`src/rtl/burst_ram_if.sv`:
```
// Write port and burst-read stream of the SPI buffer RAM.
// The master side (SPI logic) drives requests; the slave side (RAM) drives the stream.
interface burst_ram_if #(
    parameter int DATA_W = 4,
    parameter int ADDR_W = 8
);
    logic              wr_en;
    logic [ADDR_W-1:0] wr_addr;
    logic [DATA_W-1:0] wr_data;
    logic              rd_start;
    logic [ADDR_W-1:0] rd_base;
    logic [ADDR_W:0]   rd_len;
    logic              rd_abort;
    logic              rd_ready;
    logic              rd_valid;
    logic [DATA_W-1:0] rd_data;
    logic              rd_last;
    logic              busy;
    logic              done;

    modport master (
        output wr_en, wr_addr, wr_data, rd_start, rd_base, rd_len, rd_abort, rd_ready,
        input  rd_valid, rd_data, rd_last, busy, done
    );

    modport slave (
        input  wr_en, wr_addr, wr_data, rd_start, rd_base, rd_len, rd_abort, rd_ready,
        output rd_valid, rd_data, rd_last, busy, done
    );
endinterface

```
`src/rtl/burst_ram.sv`:
```
// Random-write buffer RAM with a burst read engine streaming over valid/ready.
// Optional clear-on-read zeroes each location as the engine fetches it.
module burst_ram #(
    parameter int DATA_W      = 4,
    parameter int ADDR_W      = 8,
    parameter int DEPTH       = 145,
    parameter int CLR_ON_READ = 0
) (
    input  logic       clock,
    input  logic       rst_n,
    burst_ram_if.slave bus
);
    typedef enum logic [1:0] {
        IDLE = 2'd0,
        RUN  = 2'd1,
        FIN  = 2'd2
    } state_t;

    localparam logic [ADDR_W:0]   DEPTH_L  = (ADDR_W+1)'(DEPTH);
    localparam logic [ADDR_W-1:0] PTR_LAST = ADDR_W'(DEPTH - 1);
    localparam logic [ADDR_W:0]   REM_ONE  = (ADDR_W+1)'(1);

    logic [DATA_W-1:0] mem_q [DEPTH];

    state_t            state_q;
    logic [ADDR_W-1:0] ptr_q;
    logic [ADDR_W:0]   rem_q;
    logic [DATA_W-1:0] data_q;
    logic              valid_q;
    logic              last_q;
    logic              busy_q;
    logic              done_q;

    logic [ADDR_W-1:0] ptr_d;
    logic [ADDR_W-1:0] base_d;
    logic              issue_d;
    logic              clr_d;
    logic              wr_ok_d;

    // Next-pointer, folded base address and the issue / memory-write qualifiers
    always_comb begin
        ptr_d   = (ptr_q == PTR_LAST) ? {ADDR_W{1'b0}} : ptr_q + {{(ADDR_W-1){1'b0}}, 1'b1};
        base_d  = ADDR_W'({1'b0, bus.rd_base} % DEPTH_L);
        issue_d = rst_n && !bus.rd_abort && (state_q == RUN) && (rem_q != '0)
                  && (!valid_q || bus.rd_ready);
        clr_d   = (CLR_ON_READ != 0) && issue_d;
        wr_ok_d = rst_n && bus.wr_en && ({1'b0, bus.wr_addr} < DEPTH_L);
    end

    // Memory array: the clear is scheduled first so a same-edge write wins
    always_ff @(posedge clock) begin
        if (clr_d) begin
            mem_q[ptr_q] <= '0;
        end
        if (wr_ok_d) begin
            mem_q[bus.wr_addr] <= bus.wr_data;
        end
    end

    // Burst engine FSM with registered stream and status outputs
    always_ff @(posedge clock) begin
        if (!rst_n) begin
            state_q <= IDLE;
            ptr_q   <= '0;
            rem_q   <= '0;
            data_q  <= '0;
            valid_q <= 1'b0;
            last_q  <= 1'b0;
            busy_q  <= 1'b0;
            done_q  <= 1'b0;
        end else if (bus.rd_abort && (state_q != IDLE)) begin
            state_q <= IDLE;
            valid_q <= 1'b0;
            last_q  <= 1'b0;
            busy_q  <= 1'b0;
            done_q  <= 1'b0;
        end else begin
            case (state_q)
                IDLE: begin
                    busy_q <= bus.rd_start;
                    done_q <= bus.rd_start && (bus.rd_len == '0);
                    if (bus.rd_start) begin
                        if (bus.rd_len != '0) begin
                            state_q <= RUN;
                            ptr_q   <= base_d;
                            rem_q   <= bus.rd_len;
                        end else begin
                            state_q <= FIN;
                        end
                    end
                end
                RUN: begin
                    if (issue_d) begin
                        data_q  <= mem_q[ptr_q];
                        valid_q <= 1'b1;
                        last_q  <= (rem_q == REM_ONE);
                        ptr_q   <= ptr_d;
                        rem_q   <= rem_q - REM_ONE;
                    end else if (valid_q && bus.rd_ready) begin
                        valid_q <= 1'b0;
                        last_q  <= 1'b0;
                        if (last_q) begin
                            state_q <= FIN;
                            done_q  <= 1'b1;
                        end
                    end
                end
                FIN: begin
                    state_q <= IDLE;
                    busy_q  <= 1'b0;
                    done_q  <= 1'b0;
                end
                default: begin
                    state_q <= IDLE;
                    valid_q <= 1'b0;
                    last_q  <= 1'b0;
                    busy_q  <= 1'b0;
                    done_q  <= 1'b0;
                end
            endcase
        end
    end

    assign bus.rd_valid = valid_q;
    assign bus.rd_data  = data_q;
    assign bus.rd_last  = last_q;
    assign bus.busy     = busy_q;
    assign bus.done     = done_q;
endmodule
```
`src/flat_wrapper.sv`:
```
// flat-port wrapper written by rule: the top's interface ports become plain ports
module burst_ram_flat 
#(
    parameter int DATA_W      = 4,
    parameter int ADDR_W      = 8,
    parameter int DEPTH       = 145,
    parameter int CLR_ON_READ = 0
)
  (clock, rst_n, bus_wr_en, bus_wr_addr, bus_wr_data, bus_rd_start, bus_rd_base, bus_rd_len, bus_rd_abort, bus_rd_ready, bus_rd_valid, bus_rd_data, bus_rd_last, bus_busy, bus_done);
  burst_ram_if #(.DATA_W(DATA_W), .ADDR_W(ADDR_W)) bus_i ();
  input  logic clock;
  input  logic rst_n;
  input wire logic [$bits(bus_i.wr_en)-1:0] bus_wr_en;
  input wire logic [$bits(bus_i.wr_addr)-1:0] bus_wr_addr;
  input wire logic [$bits(bus_i.wr_data)-1:0] bus_wr_data;
  input wire logic [$bits(bus_i.rd_start)-1:0] bus_rd_start;
  input wire logic [$bits(bus_i.rd_base)-1:0] bus_rd_base;
  input wire logic [$bits(bus_i.rd_len)-1:0] bus_rd_len;
  input wire logic [$bits(bus_i.rd_abort)-1:0] bus_rd_abort;
  input wire logic [$bits(bus_i.rd_ready)-1:0] bus_rd_ready;
  output wire logic [$bits(bus_i.rd_valid)-1:0] bus_rd_valid;
  output wire logic [$bits(bus_i.rd_data)-1:0] bus_rd_data;
  output wire logic [$bits(bus_i.rd_last)-1:0] bus_rd_last;
  output wire logic [$bits(bus_i.busy)-1:0] bus_busy;
  output wire logic [$bits(bus_i.done)-1:0] bus_done;
  assign bus_i.wr_en = bus_wr_en;
  assign bus_i.wr_addr = bus_wr_addr;
  assign bus_i.wr_data = bus_wr_data;
  assign bus_i.rd_start = bus_rd_start;
  assign bus_i.rd_base = bus_rd_base;
  assign bus_i.rd_len = bus_rd_len;
  assign bus_i.rd_abort = bus_rd_abort;
  assign bus_i.rd_ready = bus_rd_ready;
  assign bus_rd_valid = bus_i.rd_valid;
  assign bus_rd_data = bus_i.rd_data;
  assign bus_rd_last = bus_i.rd_last;
  assign bus_busy = bus_i.busy;
  assign bus_done = bus_i.done;
  burst_ram #(.DATA_W(DATA_W), .ADDR_W(ADDR_W), .DEPTH(DEPTH), .CLR_ON_READ(CLR_ON_READ)) u_core (.clock(clock), .rst_n(rst_n), .bus(bus_i));
endmodule
```
`config.mk`:
```
export PLATFORM = sky130hd
export DESIGN_NAME = burst_ram_flat
export DESIGN_NICKNAME = d
export VERILOG_FILES = /design/src/rtl/burst_ram_if.sv /design/src/rtl/burst_ram.sv /design/src/flat_wrapper.sv
export SDC_FILE = /design/constraint.sdc
export NUM_CORES = 1
export LEC_CHECK = 0
export BUFFER_PORTS_ARGS = -buffer_cell sky130_fd_sc_hd__buf_2
export CAP_MARGIN = 20
export CORE_MARGIN = 8
export CORE_UTILIZATION = 63
export DETAILED_ROUTE_END_ITERATION = 6
export PLACE_DENSITY = 0.87
export SYNTH_ARGS = -nofsm -noshare
export SYNTH_HDL_FRONTEND = slang
export SYNTH_SLANG_ARGS = --single-unit
export TNS_END_PERCENT = 30
```
`constraint.sdc`:
```
create_clock -name clock -period 2.46 [get_ports clock]
set_input_delay 0.246 -clock clock [delete_from_list [all_inputs] [get_ports clock]]
set_output_delay 0.246 -clock clock [all_outputs]
set_load 0.01 [all_outputs]
```
### After elaboration in Yosys (flattened, before gate mapping)

Memories as Yosys holds them, arrays and structs flattened. A register that Yosys moved wholly into a read port is not among the register bits.
Index checks and enable logic that the tools add are counted.

| cells by class | value |
|---|---|
| multiplexer cells | 27 |
| eq/ne operators | 11 |
| divide/modulo/power cells | 1 |
| order comparisons | 1 |
| shift operators | 0 |
| reductions and logical operators | 26 |
| multipliers | 0 |
| $add $sub $neg | 2 |
| bitwise gates (word level) | 3 |

Operators by type and width:

| cell | number |
|---|---|
| 8-bit 2-to-1 mux | 4 |
| 9-bit 2-to-1 mux | 3 |
| 9-bit one-hot mux with 2 select lines | 1 |
| 9-bit nonzero test | 2 |
| 8-bit one-hot mux with 2 select lines | 1 |
| 2-bit 2-to-1 mux | 5 |
| 9-bit by 1-bit equality test with 1-bit output, second input constant | 1 |
| 1-bit logical AND | 9 |
| 9-bit zero test | 1 |
| 8-bit by 8-bit remainder unit with 9-bit output, second input constant | 1 |
| 9-bit by 1-bit subtractor with 9-bit output, second input constant | 1 |
| 8-bit by 1-bit adder with 8-bit output, second input constant | 1 |
| 8-bit equality test, second input constant | 1 |
| 8-bit less-than comparator, second input constant | 1 |
| 1-bit 2-to-1 mux | 8 |
| 1-bit one-hot mux with 2 select lines | 4 |
| 2-bit by 1-bit != test with 1-bit output, second input constant | 3 |
| 2-bit != test, second input constant | 3 |
| 3-bit AND reduction | 2 |
| 5-bit AND reduction | 1 |
| 2-bit one-hot mux with 2 select lines | 1 |
| 4-bit AND reduction | 1 |
| 2-bit nonzero test | 2 |
| 2-bit OR reduction | 2 |
| 8 further kinds | 12 |

| storage, ports and cells | value |
|---|---|
| memory bits (read-only) | 0 |
| logic and storage cells | 79 |
| memory bits (writable) | 580 |
| bits of input ports | 35 |
| output and inout bits | 8 |
| flip-flop bits (word level) | 23 |
| memories kept | 1 |
| latch bits | 0 |

Memory list:

| memory | depth | bits a word | read ports | clocked after memory_dff | write ports | line | source |
|---|---|---|---|---|---|---|---|
| u_core.mem_q | 145 | 4 | 1 | 1 | 1 | burst_ram.sv:23 | `logic [DATA_W-1:0] mem_q [DEPTH];` |

### Depth between registers and ports, before layout

| depth | value |
|---|---|
| word-level depth | 7 |
| depth in mapped cells | 11 |
| gate-level depth less buffers | 8 |

### Worst setup path after synthesis

OpenSTA, ideal clock, no wires.

| path | value |
|---|---|
| kind | reg2reg |
| from | register u_core.ptr_q[0] |
| to | register u_core.ptr_q[0] |
| path buffers | 5 |
| slack | 0.234 ns |
| data arrival time | 2.140 ns |
| stages on the path, launching flop included | 12 |
| cell sequence | dfxtp_1 buf_6 buf_6 buf_6 buf_2 inv_2 ha_1 a41o_1 clkbuf_1 o22ai_1 nor2_1 a211oi_1 |

| on the way | value |
|---|---|
| longest elaborated chain between the ends | 4 |

Ends and longest elaborated chain:

| item | line | source |
|---|---|---|
| from (decl) | burst_ram.sv:26 | `logic [ADDR_W-1:0] ptr_q;` |
| from (signal assigned) | burst_ram.sv:85 | `ptr_q <= base_d;` |
| from (signal assigned) | burst_ram.sv:97 | `ptr_q <= ptr_d;` |
| 8-bit by 1-bit adder with 8-bit output or 8-bit equality test (tied branches) | burst_ram.sv:42 | `ptr_d = (ptr_q == PTR_LAST) ? {ADDR_W{1'b0}} : ptr_q + {{(ADDR_W-1){1'b0}}, 1'b1};` |
| 8-bit 2-to-1 mux * | burst_ram.sv:42 |  |
| 8-bit 2-to-1 mux * | burst_ram.sv:93 | `if (issue_d) begin` |
| 8-bit one-hot mux with 2 select lines * | burst_ram.sv:78 | `case (state_q)` |

Every way passes the cells marked *; elsewhere a longest branch is shown, timed or not. The select of a mux whose other input is x is not followed.
A chain may end at the register's enable or synchronous reset.

==> impl_metrics.csv <==
group,metric,value,unit
route,num_vias,15569,
synthesis,synth_edf_count,580,
synthesis,synth.avg_cell_area,17.3,µm²
sta,setup_viol,3,
synthesis,syn_nets,1478,
floorplan,fp.dieH,215,µm
place,io_buffers,42,
route,routedWlPerCell,31.6,µm
route,firstDrtPassIters,7,
cts,cts_buffers,58,
worst_setup_path,cp_max_fo,6,
sta,report.final.slew_viol_count,0,
worst_setup_path,worstSetupEndpointType,"flop",
route,wl,69000,µm
synthesis,synth_seq_cells,607,
finish,layout-drive-gt1-share,26.0,%
sta,tns,-0.230,ns
job,maxCapViolCount,0,
cts,clk_path_buf_depth,3,
worst_hold_path,hp-class,"input pin to flop",
sta,timing.final.crit_share,104,%
route,via_per_inst,7.13,
cts,h-tree-depth,2,
power_and_ir_drop,power,22.9,mW
synthesis,ys_seq_area_share,72.2,%
synthesis,yosysMostFrequentCell,"edfxtp_1",
cts,cts_sinks,607,
grt,grt-ovfl-total,0,
grt,antenna_found_initial,1,
cts,clockRootBuffer,"clkbuf_16",
synthesis,synth-simple-area-share,6.29,%
grt,grt_util_all_layers,29.3,%
power_and_ir_drop,p_leak,9.19,nW
power_and_ir_drop,irDropWorstVdd,616,µV
worst_setup_path,crit_type,"flop to flop",
synthesis,ys.flop_type,"edfxtp_1",
synthesis,synth_xor_area_share,0.211,%
synthesis,ys_types,66,
cts,path_clk_slew,0.06,ns
worst_setup_path,start_kind,"flop",
grt,grt_pass1_vias,15431,
worst_setup_path,crit_arrival,3.06,ns
cts,tritoncts,"yes",
synthesis,synth_top_area_share,70.0,%
worst_setup_path,cp.required,2.95,ns
synthesis,syn_area,24900,µm²
synthesis,synth_compound_area_share,4.79,%
synthesis,synth_top_family_by_area,"multiplexers",
cts,clkLatencyLatePin,0.63,ns
floorplan,die_w,215,µm
sta,relSlewSlack,47.7,%
sta,holdWs,0.0318,ns
grt,grt_max_degree,138,
synthesis,synth-async-reset-ratio,0,%
outcome,status,"finished, violations left",
floorplan,die_area,46100,µm²
sta,fin_crit,2.56,ns
sta,max_freq,390,MHz
route,drtAntennaViolNets,0,
grt,grt_pass1_wl,100000,µm
route,drc_errors,31,
floorplan,std_cell_rows,73,
finish,nNetsFinal,1653,
power_and_ir_drop,p_per_area,798,nW/µm²
finish,area_growth,15.6,%
synthesis,yosys-top-cells-area,"edfxtp_1 70%, mux4_2 10%, nor2_1 2.7%",
synthesis,synth_largest_area_cell,"edfxtp_1",
finish,fin_util,73.1,%
synthesis,synthAdderAreaFrac,0.352,%
floorplan,io_pins,43,
route,drt_iter0_markers,2978,
synthesis,synthMuxAreaShare,14.1,%
sta,rsz0062_at_grt,"true",
synthesis,syn_inst,1436,
floorplan,coreArea,39400,µm²
floorplan,start_util,63.2,%
sta,fin_skew,0.0244,ns
sta,hold_viol,0,
finish,fill_cells,2003,
sta,timing.final.ws_setup,-0.104,ns
sta,tightest_slew,0.781,ns
synthesis,ys_top_cells_by_count,"580 x edfxtp_1, 179 x nor2_1, 116 x mux4_2, 74 x nand2_1, 64 x mux2i_1",
synthesis,yosys_warnings,0,
outcome,violations,"DRC, setup timing",
place,gp_congestion,0.978,
place,place_hpwl,41800,µm
[kinds of logic (layout without fill, tap and decap cells)]
group / after synthesis / in the layout
flops: 607 / 607
simple gates: 350 / 350
mux: 191 / 191
compound gates: 172 / 172
buf+inv: 103 / 324
fa+ha+maj: 7 / 7
xor+xnor: 6 / 6
other cells: 0 / 3
[critical path: stages, from the launching register on]
cell and delay, ns:
dfxtp_4 0.38, buf_6 0.17, buf_12 0.15, buf_4 0.15, mux4_1 0.55, mux4_2 0.53, nor2_1 0.14, a41oi_1 0.08
nand4_1 0.18, a31oi_1 0.09
[path summary, 6_finish.rpt]
path | start | to | slack, ns | cells past startpoint
min reg2reg | u_core.bus.done | u_core.bus.done | 0.47 | 2
max | u_core.ptr_q[0] | u_core.bus.rd_data[3] | -0.10 | 9
max reg2reg | u_core.ptr_q[0] | u_core.bus.rd_data[3] | -0.10 | 9
min | bus_rd_abort | u_core.state_q[0] | 0.03 | 4
[repair_timing]
| item | CTS | global route |
|---|---|---|
| gates resized for setup | 8 | 11 |
| setup endpoints to repair | 4 | 6 |
| pin swaps | 1 | 1 |
| hold endpoints to repair | 11 | 0 |
| gates cloned | 2 | 0 |
| setup buffers | 7 | 0 |
| hold buffers | 4 | 0 |
[flip-flops by register name, summed over array words and instances, names as in the netlist, 2 cells and up]
signal and flops:
u_core.mem_q 580, u_core.rem_q 9, u_core.ptr_q 8, u_core.bus.rd_data 4, u_core.state_q 2
[per-layer routing]
| layer | global-route usage [%] | wire, µm | vias to the layer above |
|---|---|---|---|
| met4 | 18.6 | 5200 | 4 |
| met3 | 7.96 | 9480 | 385 |
| met2 | 45.4 | 32100 | 1508 |
| met5 | 0 | 84 | - |
| met1 | 36.5 | 22200 | 7577 |
| li1 | - | - | 6095 |
[through the flow]
stage                     cell area, µm²  cells  worst slack, ns
final                              28800   2185           -0.104
after global routing               28800   2182          -0.0857
after CTS                          28700   2182          0.00824
after detailed placement           26600   2063          -0.0475
after global placement             26600   2063          0.00285
after floorplan                    24900   1436            0.234
[report_power, final]
group | internal (mW) | switching (mW) | total (mW)
combinational | 1.11 | 1.51 | 2.62
sequential | 11.4 | 0.0795 | 11.4
clock | 5.04 | 3.84 | 8.88
total | 17.5 | 5.44 | 22.9
[layout make-up]
class,instances,area [µm²],share of cell area (%)
clock inverter,36,364,1.27
timing repair buffer,202,1730,6.00
tap,525,657,2.28
inverter,16,60.1,0.209
multi-input combinational,726,6460,22.5
sequential,607,18000,62.5
antenna,3,7.51,0.0261
clock buffer,70,1520,5.28
[layout by cell type, fill, tap and decap left out, types with 8 or more instances in the layout]
cell       Yosys  layout
edfxtp_1     580     580
nor2_1       179     178
buf_4         12     137
mux4_2       116     116
nand2_1       74      73
mux2i_1       64      64
clkbuf_16      0      59
buf_2         18      38
a21oi_1       38      36
o21ai_0       33      32
a22oi_1       26      23
dfxtp_1       27      23
buf_12         0      19
nor3_1        16      16
nand3_1       15      15
nor2b_1       15      14
inv_1         13      13
a31oi_1       11      11
clkbuf_1      45      11
clkinv_1       1      10
clkinv_2       0      10
nand4_1        9       9
nand2b_1       9       9
mux4_1         8       8
Note: power is estimated with default switching activity, not from simulation.
